**config.mk**
```make
export PLATFORM = sky130hd
export DESIGN_NAME = execute_stage
export DESIGN_NICKNAME = d
export VERILOG_FILES = /design/src/rtl/mips_ex_pkg.sv /design/src/rtl/execute_stage_seq_multiplier.sv /design/src/rtl/execute_stage.sv
export SDC_FILE = /design/constraint.sdc
export NUM_CORES = 2
export LEC_CHECK = 0
export CORE_ASPECT_RATIO = 1.4
export CORE_MARGIN = 2
export CORE_UTILIZATION = 25
export CTS_CLUSTER_SIZE = 16
export DETAILED_ROUTE_END_ITERATION = 8
export MAX_ROUTING_LAYER = met4
export PLACE_DENSITY = 0.45
export SETUP_SLACK_MARGIN = 0.1
export SYNTH_ARGS = -nofsm -noshare
export SYNTH_HDL_FRONTEND = slang
export SYNTH_SLANG_ARGS = --single-unit
```
**constraint.sdc**
```tcl
create_clock -name i_clk -period 3.5 [get_ports i_clk]
set_input_delay 0.35 -clock i_clk [delete_from_list [all_inputs] [get_ports i_clk]]
set_output_delay 0.35 -clock i_clk [all_outputs]
set_load 0.05 [all_outputs]
```
**src/rtl/mips_ex_pkg.sv**
```systemverilog
// Shared encodings for the MIPS EX stage: ALU op codes, forwarding selects,
// memory access widths, multiplier FSM states and the EX/MEM control bundle.
package mips_ex_pkg;

    localparam logic [4:0] ALU_ADD  = 5'd0;
    localparam logic [4:0] ALU_SUB  = 5'd1;
    localparam logic [4:0] ALU_AND  = 5'd2;
    localparam logic [4:0] ALU_OR   = 5'd3;
    localparam logic [4:0] ALU_XOR  = 5'd4;
    localparam logic [4:0] ALU_NOR  = 5'd5;
    localparam logic [4:0] ALU_SLT  = 5'd6;
    localparam logic [4:0] ALU_SLTU = 5'd7;
    localparam logic [4:0] ALU_SLL  = 5'd8;
    localparam logic [4:0] ALU_SRL  = 5'd9;
    localparam logic [4:0] ALU_SRA  = 5'd10;
    localparam logic [4:0] ALU_SLLV = 5'd11;
    localparam logic [4:0] ALU_SRLV = 5'd12;
    localparam logic [4:0] ALU_SRAV = 5'd13;
    localparam logic [4:0] ALU_LUI  = 5'd14;
    localparam logic [4:0] ALU_MFHI = 5'd15;
    localparam logic [4:0] ALU_MFLO = 5'd16;

    localparam logic [1:0] FWD_IDEX     = 2'b00;
    localparam logic [1:0] FWD_MEM      = 2'b01;
    localparam logic [1:0] FWD_WB       = 2'b10;
    localparam logic [1:0] FWD_IDEX_ALT = 2'b11;

    localparam logic [1:0] DW_BYTE = 2'b00;
    localparam logic [1:0] DW_HALF = 2'b01;
    localparam logic [1:0] DW_WORD = 2'b11;

    typedef enum logic [1:0] {
        MULT_IDLE = 2'd0,
        MULT_BUSY = 2'd1,
        MULT_DONE = 2'd2
    } mult_state_e;

    typedef struct packed {
        logic       mem_read;
        logic       mem_write;
        logic       mem_unsigned;
        logic [1:0] data_width;
        logic       mem_to_reg;
        logic       reg_write;
    } ex_mem_ctl_t;

endpackage

```
**src/rtl/execute_stage_seq_multiplier.sv**
```systemverilog
// Iterative shift-add multiplier on operand magnitudes; the sign is restored
// on the product output so HI/LO can be loaded directly in the DONE cycle.
module seq_multiplier
    import mips_ex_pkg::*;
#(
    parameter int unsigned DATA_WIDTH  = 32,
    parameter int unsigned MULT_CYCLES = 32
) (
    input  logic                      i_clk,
    input  logic                      i_reset_n,
    input  logic                      i_halt,
    input  logic                      i_start,
    input  logic                      i_unsigned,
    input  logic [DATA_WIDTH-1:0]     i_op_a,
    input  logic [DATA_WIDTH-1:0]     i_op_b,
    output logic                      o_stall_c,
    output logic                      o_done_c,
    output logic [2*DATA_WIDTH-1:0]   o_product_c
);

    localparam int unsigned DW    = DATA_WIDTH;
    localparam int unsigned PW    = 2 * DATA_WIDTH;
    localparam int unsigned CNT_W = $clog2(MULT_CYCLES);

    mult_state_e      state_q, state_d;
    logic [CNT_W-1:0] cnt_q, cnt_d;
    logic [PW-1:0]    mcand_q, mcand_d;
    logic [DW-1:0]    mplier_q, mplier_d;
    logic [PW-1:0]    prod_q, prod_d;
    logic             neg_q, neg_d;
    logic [DW-1:0]    mag_a_c, mag_b_c;

    assign mag_a_c = (!i_unsigned && i_op_a[DW-1]) ? DW'(~i_op_a + DW'(1)) : i_op_a;
    assign mag_b_c = (!i_unsigned && i_op_b[DW-1]) ? DW'(~i_op_b + DW'(1)) : i_op_b;
    assign o_product_c = neg_q ? PW'(~prod_q + PW'(1)) : prod_q;

    always_ff @(posedge i_clk or negedge i_reset_n) begin
        if (!i_reset_n) begin
            state_q  <= MULT_IDLE;
            cnt_q    <= '0;
            mcand_q  <= '0;
            mplier_q <= '0;
            prod_q   <= '0;
            neg_q    <= 1'b0;
        end else begin
            state_q  <= state_d;
            cnt_q    <= cnt_d;
            mcand_q  <= mcand_d;
            mplier_q <= mplier_d;
            prod_q   <= prod_d;
            neg_q    <= neg_d;
        end
    end

    // Halt freezes everything and releases the front-end stall.
    always_comb begin
        state_d   = state_q;
        cnt_d     = cnt_q;
        mcand_d   = mcand_q;
        mplier_d  = mplier_q;
        prod_d    = prod_q;
        neg_d     = neg_q;
        o_stall_c = 1'b0;
        o_done_c  = 1'b0;
        if (!i_halt) begin
            case (state_q)
                MULT_IDLE: begin
                    if (i_start) begin
                        o_stall_c = 1'b1;
                        mcand_d   = PW'(mag_a_c);
                        mplier_d  = mag_b_c;
                        neg_d     = !i_unsigned && (i_op_a[DW-1] ^ i_op_b[DW-1]);
                        prod_d    = '0;
                        cnt_d     = '0;
                        state_d   = MULT_BUSY;
                    end
                end
                MULT_BUSY: begin
                    o_stall_c = 1'b1;
                    if (mplier_q[0]) prod_d = prod_q + mcand_q;
                    mcand_d  = mcand_q << 1;
                    mplier_d = mplier_q >> 1;
                    cnt_d    = cnt_q + CNT_W'(1);
                    if (cnt_q == CNT_W'(MULT_CYCLES - 1)) state_d = MULT_DONE;
                end
                MULT_DONE: begin
                    o_done_c = 1'b1;
                    state_d  = MULT_IDLE;
                end
                default: state_d = MULT_IDLE;
            endcase
        end
    end

endmodule

```
**src/rtl/execute_stage.sv**
```systemverilog
// MIPS EX stage: operand forwarding, ALU, destination select, EX/MEM register
// and HI/LO updated by the sequential multiplier.
module execute_stage
    import mips_ex_pkg::*;
#(
    parameter int unsigned DATA_WIDTH  = 32,
    parameter int unsigned MULT_CYCLES = 32
) (
    input  logic                  i_clk,
    input  logic                  i_reset_n,
    input  logic                  i_halt,
    input  logic [DATA_WIDTH-1:0] i_read_data_1,
    input  logic [DATA_WIDTH-1:0] i_read_data_2,
    input  logic [DATA_WIDTH-1:0] i_immediate,
    input  logic [4:0]            i_shamt,
    input  logic [4:0]            i_rt,
    input  logic [4:0]            i_rd,
    input  logic [1:0]            i_fwd_a,
    input  logic [1:0]            i_fwd_b,
    input  logic [DATA_WIDTH-1:0] i_fwd_mem_data,
    input  logic [DATA_WIDTH-1:0] i_fwd_wb_data,
    input  logic [4:0]            i_ctl_EX_alu_op,
    input  logic                  i_ctl_EX_alu_src,
    input  logic                  i_ctl_EX_reg_dst,
    input  logic                  i_ctl_EX_mult_start,
    input  logic                  i_ctl_EX_mult_unsigned,
    input  logic                  i_ctl_MEM_mem_read_EX,
    input  logic                  i_ctl_MEM_mem_write_EX,
    input  logic                  i_ctl_MEM_unsigned_EX,
    input  logic [1:0]            i_ctl_MEM_data_width_EX,
    input  logic                  i_ctl_WB_mem_to_reg_EX,
    input  logic                  i_ctl_WB_reg_write_EX,
    output logic                  o_ctl_MEM_mem_read_MEM,
    output logic                  o_ctl_MEM_mem_write_MEM,
    output logic                  o_ctl_MEM_unsigned_MEM,
    output logic [1:0]            o_ctl_MEM_data_width_MEM,
    output logic                  o_ctl_WB_mem_to_reg_MEM,
    output logic                  o_ctl_WB_reg_write_MEM,
    output logic [DATA_WIDTH-1:0] o_ALU_result,
    output logic [DATA_WIDTH-1:0] o_data_to_write,
    output logic [4:0]            o_reg_dest,
    output logic                  o_stall,
    output logic [DATA_WIDTH-1:0] o_hi,
    output logic [DATA_WIDTH-1:0] o_lo
);

    localparam int unsigned DW = DATA_WIDTH;

    logic [DW-1:0]   op_a_c, fwd_b_c, op_b_c, alu_result_c;
    logic            mult_stall_c, mult_done_c;
    logic [2*DW-1:0] mult_product_c;
    ex_mem_ctl_t     ctl_in_c;

    ex_mem_ctl_t     ctl_q, ctl_d;
    logic [DW-1:0]   alu_result_q, alu_result_d;
    logic [DW-1:0]   data_to_write_q, data_to_write_d;
    logic [4:0]      reg_dest_q, reg_dest_d;
    logic [DW-1:0]   hi_q, hi_d, lo_q, lo_d;

    // Operand forwarding; both 00 and 11 take the ID/EX value.
    always_comb begin
        case (i_fwd_a)
            FWD_MEM: op_a_c = i_fwd_mem_data;
            FWD_WB:  op_a_c = i_fwd_wb_data;
            default: op_a_c = i_read_data_1;
        endcase
        case (i_fwd_b)
            FWD_MEM: fwd_b_c = i_fwd_mem_data;
            FWD_WB:  fwd_b_c = i_fwd_wb_data;
            default: fwd_b_c = i_read_data_2;
        endcase
        op_b_c = i_ctl_EX_alu_src ? i_immediate : fwd_b_c;
    end

    always_comb begin
        alu_result_c = '0;
        case (i_ctl_EX_alu_op)
            ALU_ADD:  alu_result_c = op_a_c + op_b_c;
            ALU_SUB:  alu_result_c = op_a_c - op_b_c;
            ALU_AND:  alu_result_c = op_a_c & op_b_c;
            ALU_OR:   alu_result_c = op_a_c | op_b_c;
            ALU_XOR:  alu_result_c = op_a_c ^ op_b_c;
            ALU_NOR:  alu_result_c = ~(op_a_c | op_b_c);
            ALU_SLT:  alu_result_c = DW'($signed(op_a_c) < $signed(op_b_c));
            ALU_SLTU: alu_result_c = DW'(op_a_c < op_b_c);
            ALU_SLL:  alu_result_c = op_b_c << i_shamt;
            ALU_SRL:  alu_result_c = op_b_c >> i_shamt;
            ALU_SRA:  alu_result_c = DW'($signed(op_b_c) >>> i_shamt);
            ALU_SLLV: alu_result_c = op_b_c << op_a_c[4:0];
            ALU_SRLV: alu_result_c = op_b_c >> op_a_c[4:0];
            ALU_SRAV: alu_result_c = DW'($signed(op_b_c) >>> op_a_c[4:0]);
            ALU_LUI:  alu_result_c = {op_b_c[15:0], 16'h0000};
            ALU_MFHI: alu_result_c = hi_q;
            ALU_MFLO: alu_result_c = lo_q;
            default:  alu_result_c = '0;
        endcase
    end

    seq_multiplier #(
        .DATA_WIDTH  (DW),
        .MULT_CYCLES (MULT_CYCLES)
    ) u_mult (
        .i_clk       (i_clk),
        .i_reset_n   (i_reset_n),
        .i_halt      (i_halt),
        .i_start     (i_ctl_EX_mult_start),
        .i_unsigned  (i_ctl_EX_mult_unsigned),
        .i_op_a      (op_a_c),
        .i_op_b      (op_b_c),
        .o_stall_c   (mult_stall_c),
        .o_done_c    (mult_done_c),
        .o_product_c (mult_product_c)
    );

    assign ctl_in_c = '{
        mem_read:     i_ctl_MEM_mem_read_EX,
        mem_write:    i_ctl_MEM_mem_write_EX,
        mem_unsigned: i_ctl_MEM_unsigned_EX,
        data_width:   i_ctl_MEM_data_width_EX,
        mem_to_reg:   i_ctl_WB_mem_to_reg_EX,
        reg_write:    i_ctl_WB_reg_write_EX
    };

    // A running or retiring MULT sends a bubble downstream; data fields hold.
    always_comb begin
        ctl_d           = ctl_q;
        alu_result_d    = alu_result_q;
        data_to_write_d = data_to_write_q;
        reg_dest_d      = reg_dest_q;
        hi_d            = hi_q;
        lo_d            = lo_q;
        if (!i_halt) begin
            if (mult_stall_c || mult_done_c) begin
                ctl_d = '0;
            end else begin
                ctl_d           = ctl_in_c;
                alu_result_d    = alu_result_c;
                data_to_write_d = fwd_b_c;
                reg_dest_d      = i_ctl_EX_reg_dst ? i_rd : i_rt;
            end
            if (mult_done_c) {hi_d, lo_d} = mult_product_c;
        end
    end

    always_ff @(posedge i_clk or negedge i_reset_n) begin
        if (!i_reset_n) begin
            ctl_q           <= '0;
            alu_result_q    <= '0;
            data_to_write_q <= '0;
            reg_dest_q      <= '0;
            hi_q            <= '0;
            lo_q            <= '0;
        end else begin
            ctl_q           <= ctl_d;
            alu_result_q    <= alu_result_d;
            data_to_write_q <= data_to_write_d;
            reg_dest_q      <= reg_dest_d;
            hi_q            <= hi_d;
            lo_q            <= lo_d;
        end
    end

    assign o_ctl_MEM_mem_read_MEM   = ctl_q.mem_read;
    assign o_ctl_MEM_mem_write_MEM  = ctl_q.mem_write;
    assign o_ctl_MEM_unsigned_MEM   = ctl_q.mem_unsigned;
    assign o_ctl_MEM_data_width_MEM = ctl_q.data_width;
    assign o_ctl_WB_mem_to_reg_MEM  = ctl_q.mem_to_reg;
    assign o_ctl_WB_reg_write_MEM   = ctl_q.reg_write;
    assign o_ALU_result             = alu_result_q;
    assign o_data_to_write          = data_to_write_q;
    assign o_reg_dest               = reg_dest_q;
    assign o_stall                  = mult_stall_c;
    assign o_hi                     = hi_q;
    assign o_lo                     = lo_q;

endmodule

```
==> flow_summary.json <==
{
  "seq_area_sq_um": 7710,
  "instances_no_fill": 7035,
  "clockBufferDepth": 3,
  "timing.final.ws_setup_ns": -0.372,
  "die_h_um": 412,
  "crit_start": "i_fwd_b[0]",
  "syn_nets": 4227,
  "path_max_fanout": 8,
  "clk-insertion-delay-late_ns": 0.61,
  "cts_sinks": 308,
  "syn_area_sq_um": 29700,
  "synth_compound_area_frac": 0.307,
  "routed.top_layer": "met4",
  "layout_commonest_cell": "buf_4",
  "grt_pass1_vias": 38140,
  "place_inst": 6820,
  "vias": 37478,
  "antenna_found_initial": 3,
  "wirelength_mm": 206,
  "grt_pass1_wl_mm": 286,
  "end_kind": "flop",
  "maxCapViolCount": 0,
  "initial_core_util": 0.252,
  "drive_gt1_frac": 0.375,
  "r2r_setup_slack_ns": 0.02,
  "synth_flop_cell": "dfrtp_1",
  "final_max_slew_viol_count": 0,
  "synth-seq-cells": 308,
  "final_cell_mix": "1,299 x buf_4, 513 x nand2_1, 345 x o21ai_0",
  "hpwlAfterDp_mm": 172,
  "setup_violations": 22,
  "grt_overflow_total": 0,
  "clk_pin_slew_ns": 0.06,
  "wl_met1_mm": 77.7,
  "synth-async-reset-ratio": 1.00,
  "arrival_ns": 4.31,
  "route.met3.wl_mm": 10.1,
  "r2r_start": "u_mult.prod_q[16]",
  "relSlewSlack": 0.432,
  "cp-endpoint": "o_ALU_result[27]",
  "rr_worst_depth": 12,
  "drt_iter0_markers": 2572,
  "grtUsageTotal": 0.341,
  "dieArea_sq_um": 121000,
  "critPathKind": "in2reg",
  "synthXorXnorAreaFrac": 0.0558,
  "hold_viol": 0,
  "fin_crit_ns": 3.87,
  "first_pass_iters": 6,
  "hp-class": "in2reg",
  "status": "finished with violations",
  "cts_tree": "built",
  "wl_met2_mm": 102,
  "n_fill_cell": 12147,
  "ir_drop_mv": 0.423,
  "detail-route-antenna-nets": 0,
  "gp_congestion": 1.05,
  "clockRootBuffer": "clkbuf_16",
  "ys_types": 99,
  "io_buffers": 338,
  "rsz0062_at_grt": "yes",
  "nets": 5792,
  "synth_top_family_by_area": "compound AO/OA/AOI/OAI gates",
  "min_path_cells": 2,
  "violations": "setup timing",
  "yosys_warnings": 0,
  "crit_required_ns": 3.94,
  "die_w_um": 295,
  "finalPower_mw": 29.4,
  "synth-seq-area-share": 0.260,
  "yosys.area_share.simple": 0.176,
  "reg2reg_to": "o_hi[20]",
  "routedWlPerCell_um": 29.4,
  "core_sq_um": 118000,
  "min_period_over_period": 1.11,
  "tightestPinTransition_ns": 0.851,
  "row_count": 149,
  "grt_max_degree": 102,
  "fin_worst_skew_ns": 0.0342,
  "fmax_mhz": 258,
  "synth.area.mux_share": 0.0744,
  "syn_to_final_growth_pct": 70.3,
  "final_util": 0.429,
  "multi_input_area_sq_um": 23400,
  "p_leak_nw": 22.5,
  "synth_edf_count": 0,
  "yosys.area_share.adder": 0.0754,
  "drc": 0,
  "cts_inserted_buffers": 40,
  "powerDensity_nw_per_um2": 583,
  "avgSynthCellArea_sq_um": 7.70,
  "startpoint_type": "input port",
  "via_per_inst": 5.33,
  "syn_inst": 3852,
  "cts-htree-levels": 2,
  "ios": 339
}
## worst max-delay path: stages
cell and delay [ns]:
buf_8 0.09, inv_4 0.03, ha_4 0.33, buf_8 0.14, buf_4 0.11, a221oi_2 0.03, buf_4 0.16, o31ai_4 0.25
inv_1 0.19, ha_4 0.35, nor4_2 0.04, buf_4 0.13, a311o_2 0.42, o211a_1 0.29, o31ai_2 0.25, nand2b_1 0.24
a21boi_2 0.25, buf_4 0.15, nor3_2 0.04, a2111oi_2 0.37, a221oi_1 0.09
## metrics by stage
step           setup TNS [ns]  instance area, sq um  setup slack (ns)  hold slack (ns)
4_1_cts                 -2.43                 48300            -0.314            0.342
3_3_place_gp           -92.37                 45100             -1.57            0.445
3_5_place_dp           -90.96                 45100             -1.65            0.440
6_report                -3.44                 50500            -0.372            0.364
2_1_floorplan           -5.79                 30100            -0.606           0.0544
5_1_grt                 -7.24                 50500            -0.459            0.368
## registers in the layout, indices dropped and copies added (netlist names)
| signal | flops |
|---|---|
| u_mult.state_q | 2 |
| u_mult.mcand_q | 64 |
| o_ctl_MEM_mem_read_MEM | 1 |
| o_data_to_write | 32 |
| u_mult.prod_q | 64 |
| u_mult.neg_q | 1 |
| o_ctl_MEM_unsigned_MEM | 1 |
| u_mult.mplier_q | 32 |
| o_ALU_result | 32 |
| o_reg_dest | 5 |
| o_lo | 32 |
| o_ctl_MEM_mem_write_MEM | 1 |
| u_mult.cnt_q | 5 |
| o_ctl_WB_mem_to_reg_MEM | 1 |
| o_ctl_MEM_data_width_MEM | 2 |
| o_hi | 32 |
| o_ctl_WB_reg_write_MEM | 1 |
## Yosys cell counts, drive strengths merged, types with 18 or more instances
cell type	count	area [sq um]
buf	60	290
a21o	54	405
nand2b	24	150
a221oi	56	497
o31ai	52	428
o21ai	462	2320
a31oi	38	238
a22oi	27	203
nor2b	28	175
clkbuf	206	773
nand2	534	2010
xnor2	94	823
xor2	95	832
nor3	41	216
a22o	55	482
dfrtp	308	7710
o21bai	25	188
ha	174	2180
o41ai	18	180
nand4	37	231
a21oi	319	1600
a221o	51	510
a211oi	33	248
o22ai	25	156
inv	118	443
or2	18	113
mux2i	178	1800
mux2	36	405
nor2	294	1110
o21a	30	225
nor4	18	134
o211ai	43	323
or3	32	210
nand3	64	320
and3	18	118
and2	21	131
## final cells by class
type,instances,area share
clock buffers,52,0.0223
well taps,1585,0.0392
clock inverters,19,0.00522
multi-input cells,3152,0.463
diodes,4,0.000198
repair buffers,1789,0.307
inverters,126,0.0100
flip-flops and latches,308,0.153
## where the power goes
part	total [mW]	internal (mW)	leakage (nW)	switching [mW]
Combinational	19.4	8.57	17.8	10.8
Sequential	5.47	4.59	4.02	0.886
Clock	4.58	2.65	0.679	1.93
## what timing repair did
action                                  in CTS  in global routing
endpoints found under the setup margin     102                 81
cloned                                       1                  1
buffers inserted                            66                 80
hold endpoints to repair                    78                  0
pin swaps                                  106                167
resized for setup                          337                376
hold buffers                                 1                  0
## cells by family (layout without fill, tap and decap cells)
family / after synthesis / after routing
AOI/OAI and AO/OA: 1408 / 1408
other: 0 / 4
adders and majority gates: 177 / 177
xor gates and xnor gates: 189 / 189
buffers and inverters: 392 / 1986
DFF: 308 / 308
muxes: 214 / 214
and+or+nand+nor: 1164 / 1164
## how the worst min path moves through the flow
stage / end / slack, ns / startpoint
floorplan: o_ALU_result[0] / 0.05 / i_reset_n
global placement: u_mult.prod_q[9] / 0.44 / i_reset_n
detailed placement: u_mult.prod_q[9] / 0.44 / i_reset_n
CTS: o_ctl_WB_mem_to_reg_MEM / 0.34 / i_ctl_WB_mem_to_reg_EX
global route: o_ctl_WB_reg_write_MEM / 0.37 / i_ctl_WB_reg_write_EX
finish: o_ctl_WB_mem_to_reg_MEM / 0.36 / i_ctl_WB_mem_to_reg_EX
## routing by layer
| metal | vias up | global-route usage |
|---|---|---|
| li1 | 17293 | - |
| met3 | 529 | 0.0425 |
| met4 | 0 | 0.214 |
| met1 | 18400 | 0.369 |
| met2 | 1256 | 0.591 |
| met5 | - | - |
Note: power is estimated with default switching activity, not from simulation.
